==> src/rtl/if_fetch_if.sv <==
// Fetch-stage bus: PC register handshake, memory controller port and IF/ID delivery.
interface if_fetch_if;
    logic        pc_enable_i;
    logic [31:0] pc_i;
    logic        pc_jump_enable_i;
    logic        inst_ready_o;
    logic        mem_req_o;
    logic [31:0] mem_addr_o;
    logic        mem_done_i;
    logic [31:0] mem_data_i;
    logic        if_valid_o;
    logic [31:0] if_pc_o;
    logic [31:0] if_inst_o;

    modport master (
        input  pc_enable_i, pc_i, pc_jump_enable_i, mem_done_i, mem_data_i,
        output inst_ready_o, mem_req_o, mem_addr_o, if_valid_o, if_pc_o, if_inst_o
    );

    modport slave (
        output pc_enable_i, pc_i, pc_jump_enable_i, mem_done_i, mem_data_i,
        input  inst_ready_o, mem_req_o, mem_addr_o, if_valid_o, if_pc_o, if_inst_o
    );
endinterface

==> src/rtl/if_fetch.sv <==
// Instruction-fetch stage: direct-mapped word I-cache, miss fill over a req/done
// memory port, and jump redirect handling including jumps landing on a delivery edge.
module if_fetch #(
    parameter int unsigned ICACHE_IDX_W = 5
) (
    input  logic        clk,
    input  logic        rst,
    input  logic        rdy,
    input  logic        stall_i,
    if_fetch_if.master  bus
);
    localparam int unsigned LINES = 1 << ICACHE_IDX_W;
    localparam int unsigned TAG_W = 32 - ICACHE_IDX_W - 2;

    typedef enum logic [1:0] {IDLE, WAIT, DISCARD, GAP} state_t;

    state_t                  state;
    logic [LINES-1:0]        valid;
    logic [TAG_W-1:0]        tag_mem  [LINES];
    logic [31:0]             data_mem [LINES];
    logic                    redirect_pending;
    logic [31:0]             redirect_pc;

    logic [31:0]             fetch_addr;
    logic [ICACHE_IDX_W-1:0] lk_idx;
    logic [TAG_W-1:0]        lk_tag;
    logic                    hit;
    logic [ICACHE_IDX_W-1:0] fill_idx;
    logic                    fill_en;

    always_comb begin
        fetch_addr = redirect_pending ? redirect_pc : bus.pc_i;
        lk_idx     = fetch_addr[ICACHE_IDX_W+1:2];
        lk_tag     = fetch_addr[31:ICACHE_IDX_W+2];
        hit        = valid[lk_idx] && (tag_mem[lk_idx] == lk_tag);
        fill_idx   = bus.mem_addr_o[ICACHE_IDX_W+1:2];
        // A discarded request still fills: its address was legitimate.
        fill_en    = rdy && bus.mem_done_i && ((state == WAIT) || (state == DISCARD));
    end

    always_ff @(posedge clk) begin
        if (fill_en) begin
            tag_mem[fill_idx]  <= bus.mem_addr_o[31:ICACHE_IDX_W+2];
            data_mem[fill_idx] <= bus.mem_data_i;
        end
    end

    always_ff @(posedge clk or negedge rst) begin
        if (!rst) begin
            state            <= IDLE;
            valid            <= '0;
            redirect_pending <= 1'b0;
            redirect_pc      <= '0;
            bus.inst_ready_o <= 1'b0;
            bus.mem_req_o    <= 1'b0;
            bus.mem_addr_o   <= '0;
            bus.if_valid_o   <= 1'b0;
            bus.if_pc_o      <= '0;
            bus.if_inst_o    <= '0;
        end else if (rdy) begin
            bus.inst_ready_o <= 1'b0;
            bus.if_valid_o   <= 1'b0;
            case (state)
                IDLE: begin
                    if (bus.pc_enable_i && !stall_i) begin
                        if (hit) begin
                            bus.if_valid_o   <= 1'b1;
                            bus.if_pc_o      <= fetch_addr;
                            bus.if_inst_o    <= data_mem[lk_idx];
                            // Quiet delivery: the PC register already moved past the target.
                            bus.inst_ready_o <= !redirect_pending;
                            redirect_pending <= 1'b0;
                            state            <= GAP;
                        end else begin
                            bus.mem_req_o  <= 1'b1;
                            bus.mem_addr_o <= fetch_addr;
                            state          <= WAIT;
                        end
                    end
                end
                WAIT: begin
                    if (bus.mem_done_i) begin
                        valid[fill_idx] <= 1'b1;
                        bus.mem_req_o   <= 1'b0;
                        state           <= IDLE;
                    end else if (bus.pc_jump_enable_i) begin
                        state <= DISCARD;
                    end
                end
                DISCARD: begin
                    if (bus.mem_done_i) begin
                        valid[fill_idx] <= 1'b1;
                        bus.mem_req_o   <= 1'b0;
                        state           <= IDLE;
                    end
                end
                GAP: begin
                    if (bus.pc_jump_enable_i) begin
                        redirect_pc      <= bus.pc_i;
                        redirect_pending <= 1'b1;
                    end
                    state <= IDLE;
                end
                default: state <= IDLE;
            endcase
        end
    end
endmodule

==> src/flat_wrapper.sv <==
// flat-port wrapper written by rule: the top's interface ports become plain ports
module if_fetch_flat 
#(
    parameter int unsigned ICACHE_IDX_W = 5
)
  (clk, rst, rdy, stall_i, bus_pc_enable_i, bus_pc_i, bus_pc_jump_enable_i, bus_mem_done_i, bus_mem_data_i, bus_inst_ready_o, bus_mem_req_o, bus_mem_addr_o, bus_if_valid_o, bus_if_pc_o, bus_if_inst_o);
  if_fetch_if bus_i ();
  input  logic clk;
  input  logic rst;
  input  logic rdy;
  input  logic stall_i;
  input wire logic [$bits(bus_i.pc_enable_i)-1:0] bus_pc_enable_i;
  input wire logic [$bits(bus_i.pc_i)-1:0] bus_pc_i;
  input wire logic [$bits(bus_i.pc_jump_enable_i)-1:0] bus_pc_jump_enable_i;
  input wire logic [$bits(bus_i.mem_done_i)-1:0] bus_mem_done_i;
  input wire logic [$bits(bus_i.mem_data_i)-1:0] bus_mem_data_i;
  output wire logic [$bits(bus_i.inst_ready_o)-1:0] bus_inst_ready_o;
  output wire logic [$bits(bus_i.mem_req_o)-1:0] bus_mem_req_o;
  output wire logic [$bits(bus_i.mem_addr_o)-1:0] bus_mem_addr_o;
  output wire logic [$bits(bus_i.if_valid_o)-1:0] bus_if_valid_o;
  output wire logic [$bits(bus_i.if_pc_o)-1:0] bus_if_pc_o;
  output wire logic [$bits(bus_i.if_inst_o)-1:0] bus_if_inst_o;
  assign bus_i.pc_enable_i = bus_pc_enable_i;
  assign bus_i.pc_i = bus_pc_i;
  assign bus_i.pc_jump_enable_i = bus_pc_jump_enable_i;
  assign bus_i.mem_done_i = bus_mem_done_i;
  assign bus_i.mem_data_i = bus_mem_data_i;
  assign bus_inst_ready_o = bus_i.inst_ready_o;
  assign bus_mem_req_o = bus_i.mem_req_o;
  assign bus_mem_addr_o = bus_i.mem_addr_o;
  assign bus_if_valid_o = bus_i.if_valid_o;
  assign bus_if_pc_o = bus_i.if_pc_o;
  assign bus_if_inst_o = bus_i.if_inst_o;
  if_fetch #(.ICACHE_IDX_W(ICACHE_IDX_W)) u_core (.clk(clk), .rst(rst), .rdy(rdy), .stall_i(stall_i), .bus(bus_i));
endmodule
==> config.mk <==
export PLATFORM = sky130hd
export DESIGN_NAME = if_fetch_flat
export DESIGN_NICKNAME = d
export VERILOG_FILES = /design/src/rtl/if_fetch_if.sv /design/src/rtl/if_fetch.sv /design/src/flat_wrapper.sv
export SDC_FILE = /design/constraint.sdc
export NUM_CORES = 2
export LEC_CHECK = 0
export BUFFER_PORTS_ARGS = -buffer_cell sky130_fd_sc_hd__buf_2
export CAP_MARGIN = 30
export CORE_ASPECT_RATIO = 1.25
export CORE_MARGIN = 4
export CORE_UTILIZATION = 50
export CTS_CLUSTER_DIAMETER = 120
export CTS_CLUSTER_SIZE = 14
export DETAILED_ROUTE_END_ITERATION = 10
export PLACE_DENSITY = 0.66
export RECOVER_POWER = 100
export SKIP_CTS_REPAIR_TIMING = 1
export SYNTH_ARGS = -nofsm -noshare
export SYNTH_HDL_FRONTEND = slang
export SYNTH_SLANG_ARGS = --single-unit
export TNS_END_PERCENT = 100
==> constraint.sdc <==
create_clock -name clk -period 4.6 [get_ports clk]
set_input_delay 0.23 -clock clk [delete_from_list [all_inputs] [get_ports clk]]
set_output_delay 0.23 -clock clk [all_outputs]
set_load 0.02 [all_outputs]
==> results.py <==
metrics = {
    "power": {
        "p_clk_share_pct": 30.1,
        "switchingPower_uw": 12200,
        "comb_power_share_pct": 18.5,
        "seq_power_share_pct": 51.4,
        "peakVddDrop_v": 0.000372,
        "p_leak_uw": 0.0323,
        "p_int_uw": 30500,
        "p_per_area_mw_per_mm2": 468,
        "p_total_uw": 42700,
        "p_sw_share_pct": 28.5,
    },
    "synthesis": {
        "synth_ff_type": "edfxtp_1",
        "synthArstFlopShare_pct": 8.34,
        "netlist_area_mm2": 0.0809,
        "ys_seq_area_share_pct": 72.9,
        "synth_edf_count": 1824,
        "synth.net_count": 5994,
        "ys_seq_elements": 1990,
        "synthCells": 5919,
        "ys.warnings.count": 0,
        "synth_cell_type_count": 88,
        "syn_area_per_cell_um2": 13.7,
    },
    "global_routing": {
        "track_usage_pct": 28.3,
        "grt_max_degree": 238,
        "grt.overflow.total": 0,
        "first_global_vias": 50087,
        "grt_first_pass_wirelength_um": 349000,
        "antenna_found_initial": 7,
    },
    "hold_path": {
        "hold_class": "primary input to async pin",
    },
    "setup_path": {
        "worstSetupPathType": "flop to flop",
        "cp_max_fo": 27,
        "rrSetupSlack_ns": 0.05,
        "path_depth": 17,
        "worstRegToRegCells": 17,
        "crit_family": "simple AND/OR/NAND/NOR gates",
        "path_buf_inv": 7,
        "r2r-start": "u_core.redirect_pending$_DFFE_PN0P_",
        "critPathSlowestCell": "dfrtp_4",
        "worstSetupStartpointType": "flop",
        "end_kind": "flop",
        "r2r-end": "u_core.bus.if_inst_o[15]$_DFFE_PN0P_",
        "crit_path_cell_trace": "buf_12, mux2_4, buf_12, buf_12, nor2_1, buf_4, a22oi_1, nand4_1, xnor2_2, nand2_1, or4_4, nor4_4, buf_4, nand2_8, buf_12, buf_12, mux2i_1",
        "critPathMostFrequentCell": "buf_12",
        "slowest_delay_ns": 0.55,
        "required_ns": 5.26,
        "arrival_ns": 5.21,
    },
    "cts": {
        "cts.sinks": 1990,
        "clockBufferDepth": 3,
        "clk_pin_slew_ns": 0.07,
        "insertion_delay_ns": 0.82,
        "htreeDepth": 4,
        "tritoncts": "done",
        "cts-root-buf": "clkbuf_16",
        "cts_buffers": 160,
    },
    "sta": {
        "relSlewSlack_pct": -109,
        "whs_ns": 0.0166,
        "layout_min_cycle_time_ns": 4.55,
        "hold_violations": 0,
        "period_share_pct": 98.9,
        "slew_viol_final": 1462,
        "fin_skew_ns": 0.0289,
        "worst_pin_slew_ns": 3.14,
        "rsz0062_at_grt": "true",
        "setup_violations": 0,
        "fmax_mhz": 220,
    },
    "floorplanning": {
        "fp.dieW_um": 368,
        "fp.dieH_um": 458,
        "std_cell_rows": 164,
        "initial_core_util_pct": 50.5,
        "core_mm2": 0.160,
        "top_level_ports": 170,
        "dieArea_mm2": 0.168,
    },
    "drt": {
        "vias": 53254,
        "viasPerCell": 6.21,
        "drt_wl_total_um": 244000,
        "ant_nets": 0,
        "drtIter0Drc": 6918,
        "first_pass_iters": 11,
        "drc": 2,
        "wl_per_cell_um": 28.5,
    },
    "placed_design": {
        "portBuffers": 169,
        "dpl_cell_area_mm2": 0.0868,
        "hpwl_um": 134000,
        "gp_congestion": 0.916,
    },
    "finish": {
        "nets": 6381,
        "stdcell_area_mm2": 0.0912,
        "mostFrequentLayoutCell": "edfxtp_1",
        "layout_common_cells": "edfxtp_1, nand2_1, nand3_1",
        "drive_above_1_share_pct": 12.2,
        "synthToLayoutAreaGrowth_pct": 12.8,
    },
    "run_status": {
        "violations": "design-rule violations, max-capacitance violations, max-slew violations",
        "status": "finished, violations left",
    },
    "job": {
        "drv_cap": 49,
    },
}
## power by group through the flow
stage / sequential [uW] / combinational, uW / clock (uW)
2_1_floorplan: 22700 / 3780 / 0
3_3_place_gp: 22800 / 7040 / 0
3_5_place_dp: 22400 / 7890 / 0
4_1_cts: 22100 / 7910 / 13000
5_1_grt: 22000 / 8440 / 13700
6_report: 22000 / 7920 / 12900
## cell families (layout without fill, tap and decap cells)
kind of cell | after synthesis | in the layout | share of synthesized area [%]
flip-flops | 1990 | 1990 | 72.9
other | 0 | 5 | 0
adder cells (fa/ha/maj) | 4 | 4 | 0.0619
AND/OR/NAND/NOR | 2595 | 2595 | 14.2
buffers and inverters | 431 | 919 | 2.64
XOR/XNOR | 10 | 10 | 0.108
multiplexers | 316 | 317 | 4.92
AO/OA/AOI/OAI | 573 | 573 | 5.17
## worst max path at each step
stage / to / start / slack [ns]
3_3_place_gp: u_core.bus.mem_addr_o[11]$_DFFE_PN0P_ / u_core.redirect_pending$_DFFE_PN0P_ / -0.08
2_1_floorplan: u_core.data_mem[12][0]$_DFFE_PP_ / u_core.state[0]$_DFFE_PN0P_ / 0.40
6_report: u_core.bus.if_inst_o[15]$_DFFE_PN0P_ / u_core.redirect_pending$_DFFE_PN0P_ / 0.05
5_1_grt: u_core.bus.if_inst_o[16]$_DFFE_PN0P_ / u_core.redirect_pending$_DFFE_PN0P_ / -0.02
3_5_place_dp: u_core.bus.mem_addr_o[5]$_DFFE_PN0P_ / u_core.redirect_pending$_DFFE_PN0P_ / -0.13
4_1_cts: u_core.bus.mem_addr_o[5]$_DFFE_PN0P_ / u_core.redirect_pending$_DFFE_PN0P_ / -0.14
## through the flow
step,worst slack (ns),utilization [%],TNS (ns),instances
floorplan,0.397,-,0,5919
global placement,-0.0790,54.0,-2.10,8202
detailed placement,-0.131,54.2,-1.46,8215
CTS,-0.144,57.0,-1.82,8479
global route,-0.0177,56.9,-0.0479,8568
finish,0.0520,56.9,0,8571
## layer usage
layer	up-vias	share of wire, %	wire, um	GRT usage, %
met4	4	4.2	10100	11.2
met3	534	9.4	22800	4.83
li1	22851	-	-	-
met2	2990	48	118000	46.2
met5	-	0.011	27	0
met1	26875	38	93100	37.9
## worst reg2reg max path, cell delays in order (launching register included)
cell and delay [ns]:
dfrtp_4 0.55, buf_12 0.18, mux2_4 0.37, buf_12 0.17, buf_12 0.18, nor2_1 0.45
buf_4 0.27, a22oi_1 0.10, nand4_1 0.24, xnor2_2 0.21, nand2_1 0.09, or4_4 0.50
nor4_4 0.29, buf_4 0.19, nand2_8 0.08, buf_12 0.21, buf_12 0.20, mux2i_1 0.11
## sequential cells by signal, indices dropped and copies added (netlist names)
signal / flops
u_core.bus.if_inst_o: 32
u_core.bus.if_pc_o: 32
u_core.bus.if_valid_o: 1
u_core.bus.inst_ready_o: 1
u_core.bus.mem_addr_o: 32
u_core.bus.mem_req_o: 1
u_core.data_mem: 1024
u_core.redirect_pc: 32
u_core.redirect_pending: 1
u_core.state: 2
u_core.tag_mem: 800
u_core.valid: 32
## cell usage after synthesis, types with 21 or more instances
| library cell | number | area [um2] |
|---|---|---|
| mux4_2 | 27 | 608 |
| a31oi_1 | 55 | 344 |
| o21ai_0 | 69 | 345 |
| inv_1 | 48 | 180 |
| nand4_1 | 21 | 131 |
| o22ai_1 | 42 | 263 |
| mux2_2 | 91 | 1020 |
| nand3_1 | 858 | 4290 |
| a311oi_1 | 67 | 587 |
| nor2_1 | 124 | 465 |
| a41oi_1 | 28 | 245 |
| o211ai_1 | 26 | 195 |
| mux2_4 | 33 | 495 |
| a21boi_0 | 33 | 248 |
| a211oi_1 | 28 | 210 |
| buf_1 | 37 | 139 |
| nand2_1 | 1377 | 5170 |
| dfrtp_1 | 166 | 4150 |
| a22oi_1 | 24 | 180 |
| and3_1 | 44 | 275 |
| nor3_1 | 26 | 130 |
| clkbuf_1 | 244 | 916 |
| buf_4 | 21 | 158 |
| a21oi_1 | 53 | 265 |
| a221oi_1 | 22 | 193 |
| buf_2 | 46 | 230 |
| edfxtp_1 | 1824 | 54800 |
| mux2i_1 | 148 | 1480 |
| or2_2 | 39 | 244 |
## final cells by class
class / count / area (um2)
Clock buffer: 252 / 4430
Sequential cell: 1990 / 58900
Timing Repair Buffer: 607 / 4620
Multi-Input combinational cell: 3499 / 20200
Tap cell: 2158 / 2700
Antenna cell: 5 / 12.5
Fill cell: 12732 / 69000
Inverter: 48 / 180
Clock inverter: 12 / 158
Power figures use the tool's default switching activity.
